===== config.mk =====
export PLATFORM = sky130hd
export DESIGN_NAME = truth_table_sweeper
export DESIGN_NICKNAME = d
export VERILOG_FILES = /design/src/rtl/ddco_pkg.sv /design/src/rtl/truth_table_sweeper_settle_timer.sv /design/src/rtl/truth_table_sweeper.sv
export SDC_FILE = /design/constraint.sdc
export NUM_CORES = 1
export LEC_CHECK = 0
export ABC_AREA = 1
export CORE_MARGIN = 3
export CORE_UTILIZATION = 35
export CTS_CLUSTER_DIAMETER = 60
export DETAILED_ROUTE_END_ITERATION = 7
export SLEW_MARGIN = 40
export SYNTH_ARGS = -nofsm -noshare
export SYNTH_HDL_FRONTEND = slang
export SYNTH_SLANG_ARGS = --single-unit

===== constraint.sdc =====
create_clock -name clk -period 1.9 [get_ports clk]
set_input_delay 0.475 -clock clk [delete_from_list [all_inputs] [get_ports clk]]
set_output_delay 0.475 -clock clk [all_outputs]
set_load 0.005 [all_outputs]

===== src/rtl/ddco_pkg.sv =====
// Shared types and constants for the truth-table sweeper.
package ddco_pkg;

  // Sweeper sequencing states.
  typedef enum logic [1:0] {
    IDLE   = 2'd0,
    SETTLE = 2'd1,
    SAMPLE = 2'd2,
    FINISH = 2'd3
  } state_t;

  // Number of input combinations of the three-input function {B,C,D}.
  localparam int unsigned SWEEP_VECTORS = 8;

  // Golden truth table of Y = (~C & D) | (B & D); bit i = Y for {B,C,D} = i.
  localparam logic [7:0] GOLDEN_TABLE = 8'hA2;

endpackage


===== src/rtl/truth_table_sweeper_settle_timer.sv =====
// Settle timer: 4-bit down-counter that times how long a vector is held
// before its output is sampled. It reloads while load_i is high and
// counts down while en_i is high; expire_o flags the final hold cycle.
module settle_timer #(
  parameter int unsigned SETTLE_CYCLES = 1
) (
  input  logic clk,
  input  logic rst_n,
  input  logic load_i,
  input  logic en_i,
  output logic expire_o
);

  localparam logic [3:0] LOAD_VAL = 4'(SETTLE_CYCLES);

  logic [3:0] count_q;

  // Reload with the hold length, otherwise count down towards zero.
  always_ff @(posedge clk or negedge rst_n) begin
    if (!rst_n) begin
      count_q <= 4'd0;
    end else if (load_i) begin
      count_q <= LOAD_VAL;
    end else if (en_i && (count_q != 4'd0)) begin
      count_q <= count_q - 4'd1;
    end
  end

  // A count of one while enabled is the last cycle of the hold window.
  assign expire_o = en_i && (count_q == 4'd1);

endmodule


===== src/rtl/truth_table_sweeper.sv =====
// Truth-table sweeper: drives the external three-input function through
// all eight {B,C,D} combinations, captures Y for each, compares the result
// against a golden table and reports pass/fail plus the first failing
// vector.
//
// Control handshake: start and abort are plain levels sampled on every
// rising edge. start is registered once (qualified by abort) before the
// idle state acts on it, so a start seen at edge k makes busy rise and
// vector 0 appear from edge k+1. abort acts directly: in SETTLE/SAMPLE it
// returns to IDLE at the next edge; in IDLE it blocks a start.
module truth_table_sweeper
  import ddco_pkg::*;
#(
  parameter int unsigned SETTLE_CYCLES = 1,
  parameter logic [7:0]  EXPECTED      = GOLDEN_TABLE
) (
  input  logic       clk,
  input  logic       rst_n,
  input  logic       start,
  input  logic       abort,
  output logic       dut_b,
  output logic       dut_c,
  output logic       dut_d,
  input  logic       dut_y,
  output logic       busy,
  output logic       done,
  output logic       pass,
  output logic [7:0] truth_table,
  output logic       fail_valid,
  output logic [2:0] first_fail,
  output state_t     dbg_state
);

  localparam logic [2:0] LAST_IDX = 3'(SWEEP_VECTORS - 1);

  state_t     state_q;
  logic [2:0] idx_q;
  logic [2:0] drive_q;
  logic       start_q;
  logic       busy_q;
  logic       done_q;
  logic       pass_q;
  logic [7:0] table_q;
  logic       fail_valid_q;
  logic [2:0] first_fail_q;

  logic       expire;
  logic       mismatch;
  logic       last_vec;

  // The timer is held loaded outside SETTLE, so every SETTLE entry starts
  // a fresh hold window of SETTLE_CYCLES cycles.
  settle_timer #(
    .SETTLE_CYCLES (SETTLE_CYCLES)
  ) u_settle_timer (
    .clk      (clk),
    .rst_n    (rst_n),
    .load_i   (state_q != SETTLE),
    .en_i     (state_q == SETTLE),
    .expire_o (expire)
  );

  assign mismatch = (dut_y != EXPECTED[idx_q]);
  assign last_vec = (idx_q == LAST_IDX);

  // Sweep sequencer with all outputs registered alongside the state.
  always_ff @(posedge clk or negedge rst_n) begin
    if (!rst_n) begin
      state_q      <= IDLE;
      idx_q        <= 3'd0;
      drive_q      <= 3'd0;
      start_q      <= 1'b0;
      busy_q       <= 1'b0;
      done_q       <= 1'b0;
      pass_q       <= 1'b0;
      table_q      <= 8'd0;
      fail_valid_q <= 1'b0;
      first_fail_q <= 3'd0;
    end else begin
      start_q <= start & ~abort;
      done_q  <= 1'b0;
      case (state_q)
        IDLE: begin
          if (start_q && !abort) begin
            table_q      <= 8'd0;
            fail_valid_q <= 1'b0;
            first_fail_q <= 3'd0;
            pass_q       <= 1'b0;
            idx_q        <= 3'd0;
            drive_q      <= 3'd0;
            busy_q       <= 1'b1;
            state_q      <= SETTLE;
          end
        end
        SETTLE: begin
          if (abort) begin
            busy_q  <= 1'b0;
            drive_q <= 3'd0;
            pass_q  <= 1'b0;
            state_q <= IDLE;
          end else if (expire) begin
            state_q <= SAMPLE;
          end
        end
        SAMPLE: begin
          if (abort) begin
            busy_q  <= 1'b0;
            drive_q <= 3'd0;
            pass_q  <= 1'b0;
            state_q <= IDLE;
          end else begin
            table_q[idx_q] <= dut_y;
            if (mismatch && !fail_valid_q) begin
              fail_valid_q <= 1'b1;
              first_fail_q <= idx_q;
            end
            if (last_vec) begin
              // The final sample is folded into pass here, since
              // fail_valid_q only reflects it from the next cycle.
              pass_q  <= !(fail_valid_q || mismatch);
              done_q  <= 1'b1;
              busy_q  <= 1'b0;
              drive_q <= 3'd0;
              state_q <= FINISH;
            end else begin
              idx_q   <= idx_q + 3'd1;
              drive_q <= idx_q + 3'd1;
              state_q <= SETTLE;
            end
          end
        end
        FINISH: begin
          state_q <= IDLE;
        end
        default: begin
          state_q <= IDLE;
        end
      endcase
    end
  end

  assign {dut_b, dut_c, dut_d} = drive_q;
  assign busy        = busy_q;
  assign done        = done_q;
  assign pass        = pass_q;
  assign truth_table = table_q;
  assign fail_valid  = fail_valid_q;
  assign first_fail  = first_fail_q;
  assign dbg_state   = state_q;

endmodule

==> impl_results.md, run 1 <==
- Core ar.: between 3000 and 4000 sq um
- Gr usage total: a little over an eighth
- Routed len/inst: ~13 microns
- Tmin final: ~1.7 ns
- Crit-path leading delay family: buffers and inverters
- Setup TNS: 0 ns
- Largest net degree at the start of global routing: 29
- CP bufs+invs: 1
- Endpoints failing hold: 0
- Crit Path Class: flop to primary output
- Clock Skews: between 0.004 and 0.005 ns
- Peak supply drop: roughly 0.48 mV
- Crit-path slowest cell: clkdlybuf4s50_1
- Cells on worst reg2reg path: 8
- Crit path cell chain: clkdlybuf4s50_1
- CTS clk-pin slew, worst paths: about 0.090 ns
- Cts bufs inserted: 3
- Cell taking the most area after synthesis: dfrtp_1
- Layout cell share with drive strength beyond 1: about a tenth
- Clk Latency, worst-skew pair: 0.27 ns
- Initial DRC Count: 60
- Critical Path Start: dbg_state[1]
- Grt ovf: 0
- Dpl cell area: ~1800 sq um
- Layout fillers: 379
- Vias in the first global route: around 1200
- Final Instance Area: between 1500 and 2000 sq um
- DR DRC count: 0
- Post-synth ARST share: between 90% and 100%
- Fmax: approximately 590 MHz
- Hold Slack: ~0.48 ns
- Post-CTS Resized: 0
- Data arrival, critical path: about 1.2 ns
- DP HPWL: 2333 microns
- Synthesized instance count: between 150 and 200
- Max incr delay on CP: 0.53 ns
- Synthesized net count: about 190
- FF/Latch Area: 700.7 sq um
- Power Density: 1189 nW/um^2
- CTS sink count: 28
- Pre-CTS setup slack: between 0.02 and 0.03 ns
- FF+latch count, synth: 28
- Critical Path End: dbg_state[1]
- Main area contributors after synthesis: dfrtp_1 (48%), ha_1 (8.5%), inv_1 (6.1%)
- Leak: ~0.86 nW
- Post-synth EDFFs: 0
- Multi-input logic area: 641.9 sq um
- WHS Path Cells: 2
- DRT Pass-1 Iters: 4
- Final worst-path cycle share: 89.73%
- Clock buffer depth: 2
- Final wirelength: just over 3000 microns
- Post-synthesis cell type count: 23
- RSZ-0062 raised after global routing: false
- Die ar.: 5003 sq um
- Ys Warns: 0
- Outcome: finished, final reports clean
- Register area share after synthesis: 47.78%
- Area Growth Syn to Fin: 23.29%
- Synth Cell Area: approximately 1500 sq um
- Critical path endpoint category: primary output
- Top cell type's share of synthesized area: about 48%
- Antenna diode count: 0
- CP max FO: 5
- Hold Crit Start: first_fail[2]
- Initial antenna violation count: 0
- GPL Wtd Cong: 0.7614
- Worst min path class: flop to flop
- Worst r2r src: dbg_state[0]
- Io pins: 25
- Worst slew pin tran: about 0.37 ns
- Die Width: 70.73 microns
- Max Cap Viol: 0
- DR vias: around 1200
- Final Net Count: 214
- Reg2Reg Setup Slack: ~0.24 ns
- Hold Buf Count CTS: 0
- Final Worst Setup Slack: 0.1951 ns
- Worst r2r dst: idx_q[0]
- Cell Rows: 22
- Final-report max-slew violation count: 0
- Vias per inst: 4.906
- Final ANT Viol Nets: 0
- Crit start category: flop
- CP Data Required Time: around 1.4 ns
- Post-CTS setup buffer count: 0
- Predominant post-synthesis flop cell: dfrtp_1
- Syn Area/Cell: 8.626 sq um
- Slew margin rel.: 75.63%
- Port Buffers: 24
- Die Ht: around 70 microns
- Setup violators final: 0
- Wire length of the first global-routing pass: 5478 microns
- Clock root buffer: clkbuf_8
- TritonCTS clock tree: done
- Initial Utilization: 38.05%
- CTS H-Tree Depth: 1
- Critical path depth: 1
## cells in the mapped netlist (3+ instances only)
library cell,n
inv_1,24
nand3_1,14
nor2_1,12
o22ai_1,9
ha_1,10
inv_2,5
dfrtp_1,28
nand2_1,24
nand2_2,4
a21oi_1,10
o21ai_0,9
nand4_1,3
o21ai_1,5
## state kept, by name (all words and copies together), names as in the netlist
register and flops:
busy 1, dbg_state 2, done 1, drive_q 3, fail_valid 1, first_fail 3
idx_q 3, pass 1, start_q 1, truth_table 8, u_settle_timer.count_q 4
## worst min-delay path by stage
stage	endpoint	slack, ns
final	first_fail[2]	0.48
after global routing	first_fail[1]	0.52
after CTS	first_fail[0]	0.49
after detailed placement	first_fail[0]	0.47
after global placement	first_fail[2]	0.46
after floorplan	busy	0.18
## cell type report
type	count	share of cell area, %
clock buffers	3	2.284
inverters	29	6.021
multi-input cells	111	35.50
flip-flops and latches	28	38.75
well taps	48	3.322
repair buffers	26	14.12
## worst register-to-register path: stages, from the launching register on
cell,delay (ns)
dfrtp_1,0.44
inv_1,0.14
ha_1,0.26
nand2_4,0.12
o21ai_1,0.11
nand2_2,0.18
nor2_2,0.18
nand3_1,0.08
o21ai_0,0.08
## kinds of logic (layout without fill, tap and decap cells)
| logic type | after synthesis | in the layout | share of synthesized area, % |
|---|---|---|---|
| flip-flops | 28 | 28 | 47.78 |
| AO/OA/AOI/OAI | 34 | 34 | 12.54 |
| XOR/XNOR | 2 | 2 | 1.195 |
| AND/OR/NAND/NOR | 65 | 65 | 21.50 |
| buffers and inverters | 31 | 58 | 8.447 |
| adder cells (fa/ha/maj) | 10 | 10 | 8.532 |
## placed cells by master, fill, tap and decap left out
master / count
buf_4: 2
inv_2: 5
nor3_1: 2
and2_4: 1
o21ai_1: 5
nor3b_1: 1
nand2_2: 4
nor2_1: 12
nor2_4: 1
nand4_1: 3
nor2_2: 1
ha_1: 10
nand3_1: 14
inv_1: 24
a21oi_1: 10
o21ai_0: 9
xnor2_1: 2
nand2_1: 24
nand2_4: 2
o22ai_1: 9
clkbuf_8: 3
o31ai_1: 1
clkdlybuf4s50_1: 24
dfrtp_1: 28
## report_power, final
part           switching (W)  internal (W)  leakage (nW)
sequential          0.000109      0.000699         0.379
combinational       0.000614      0.000407         0.462
clock               0.000179      0.000142        0.0216
total               0.000903       0.00125         0.862
## per-layer routing
metal / wire [microns] / GRT usage (%)
met2: 1535 / 23.38
met1: 1436 / 16.65
met3: 113 / 2.131
met5: 0 / 0
met4: 19 / 3.132
## per-stage QoR
step,util [%],instances,power (W)
final,46.92,245,0.002150
after global routing,46.92,245,0.002350
after CTS,46.92,245,0.002167
after detailed placement,45.84,242,0.001840
after global placement,45.84,242,0.001802
after floorplan,-,170,0.001551
Note: power is estimated with default switching activity, not from simulation.
==> run 2: changes to the inputs <==
--- a/config.mk
+++ b/config.mk
@@ -8,6 +8,7 @@
 export ABC_AREA = 1
 export CORE_MARGIN = 3
 export CORE_UTILIZATION = 35
+export CTS_BUF_LIST = sky130_fd_sc_hd__clkbuf_2 sky130_fd_sc_hd__clkbuf_4 sky130_fd_sc_hd__clkbuf_8
 export CTS_CLUSTER_DIAMETER = 60
 export DETAILED_ROUTE_END_ITERATION = 7
 export SLEW_MARGIN = 40
==> results of run 2 <==
The final DEF is identical to that of run 1; final timing and power are the same.
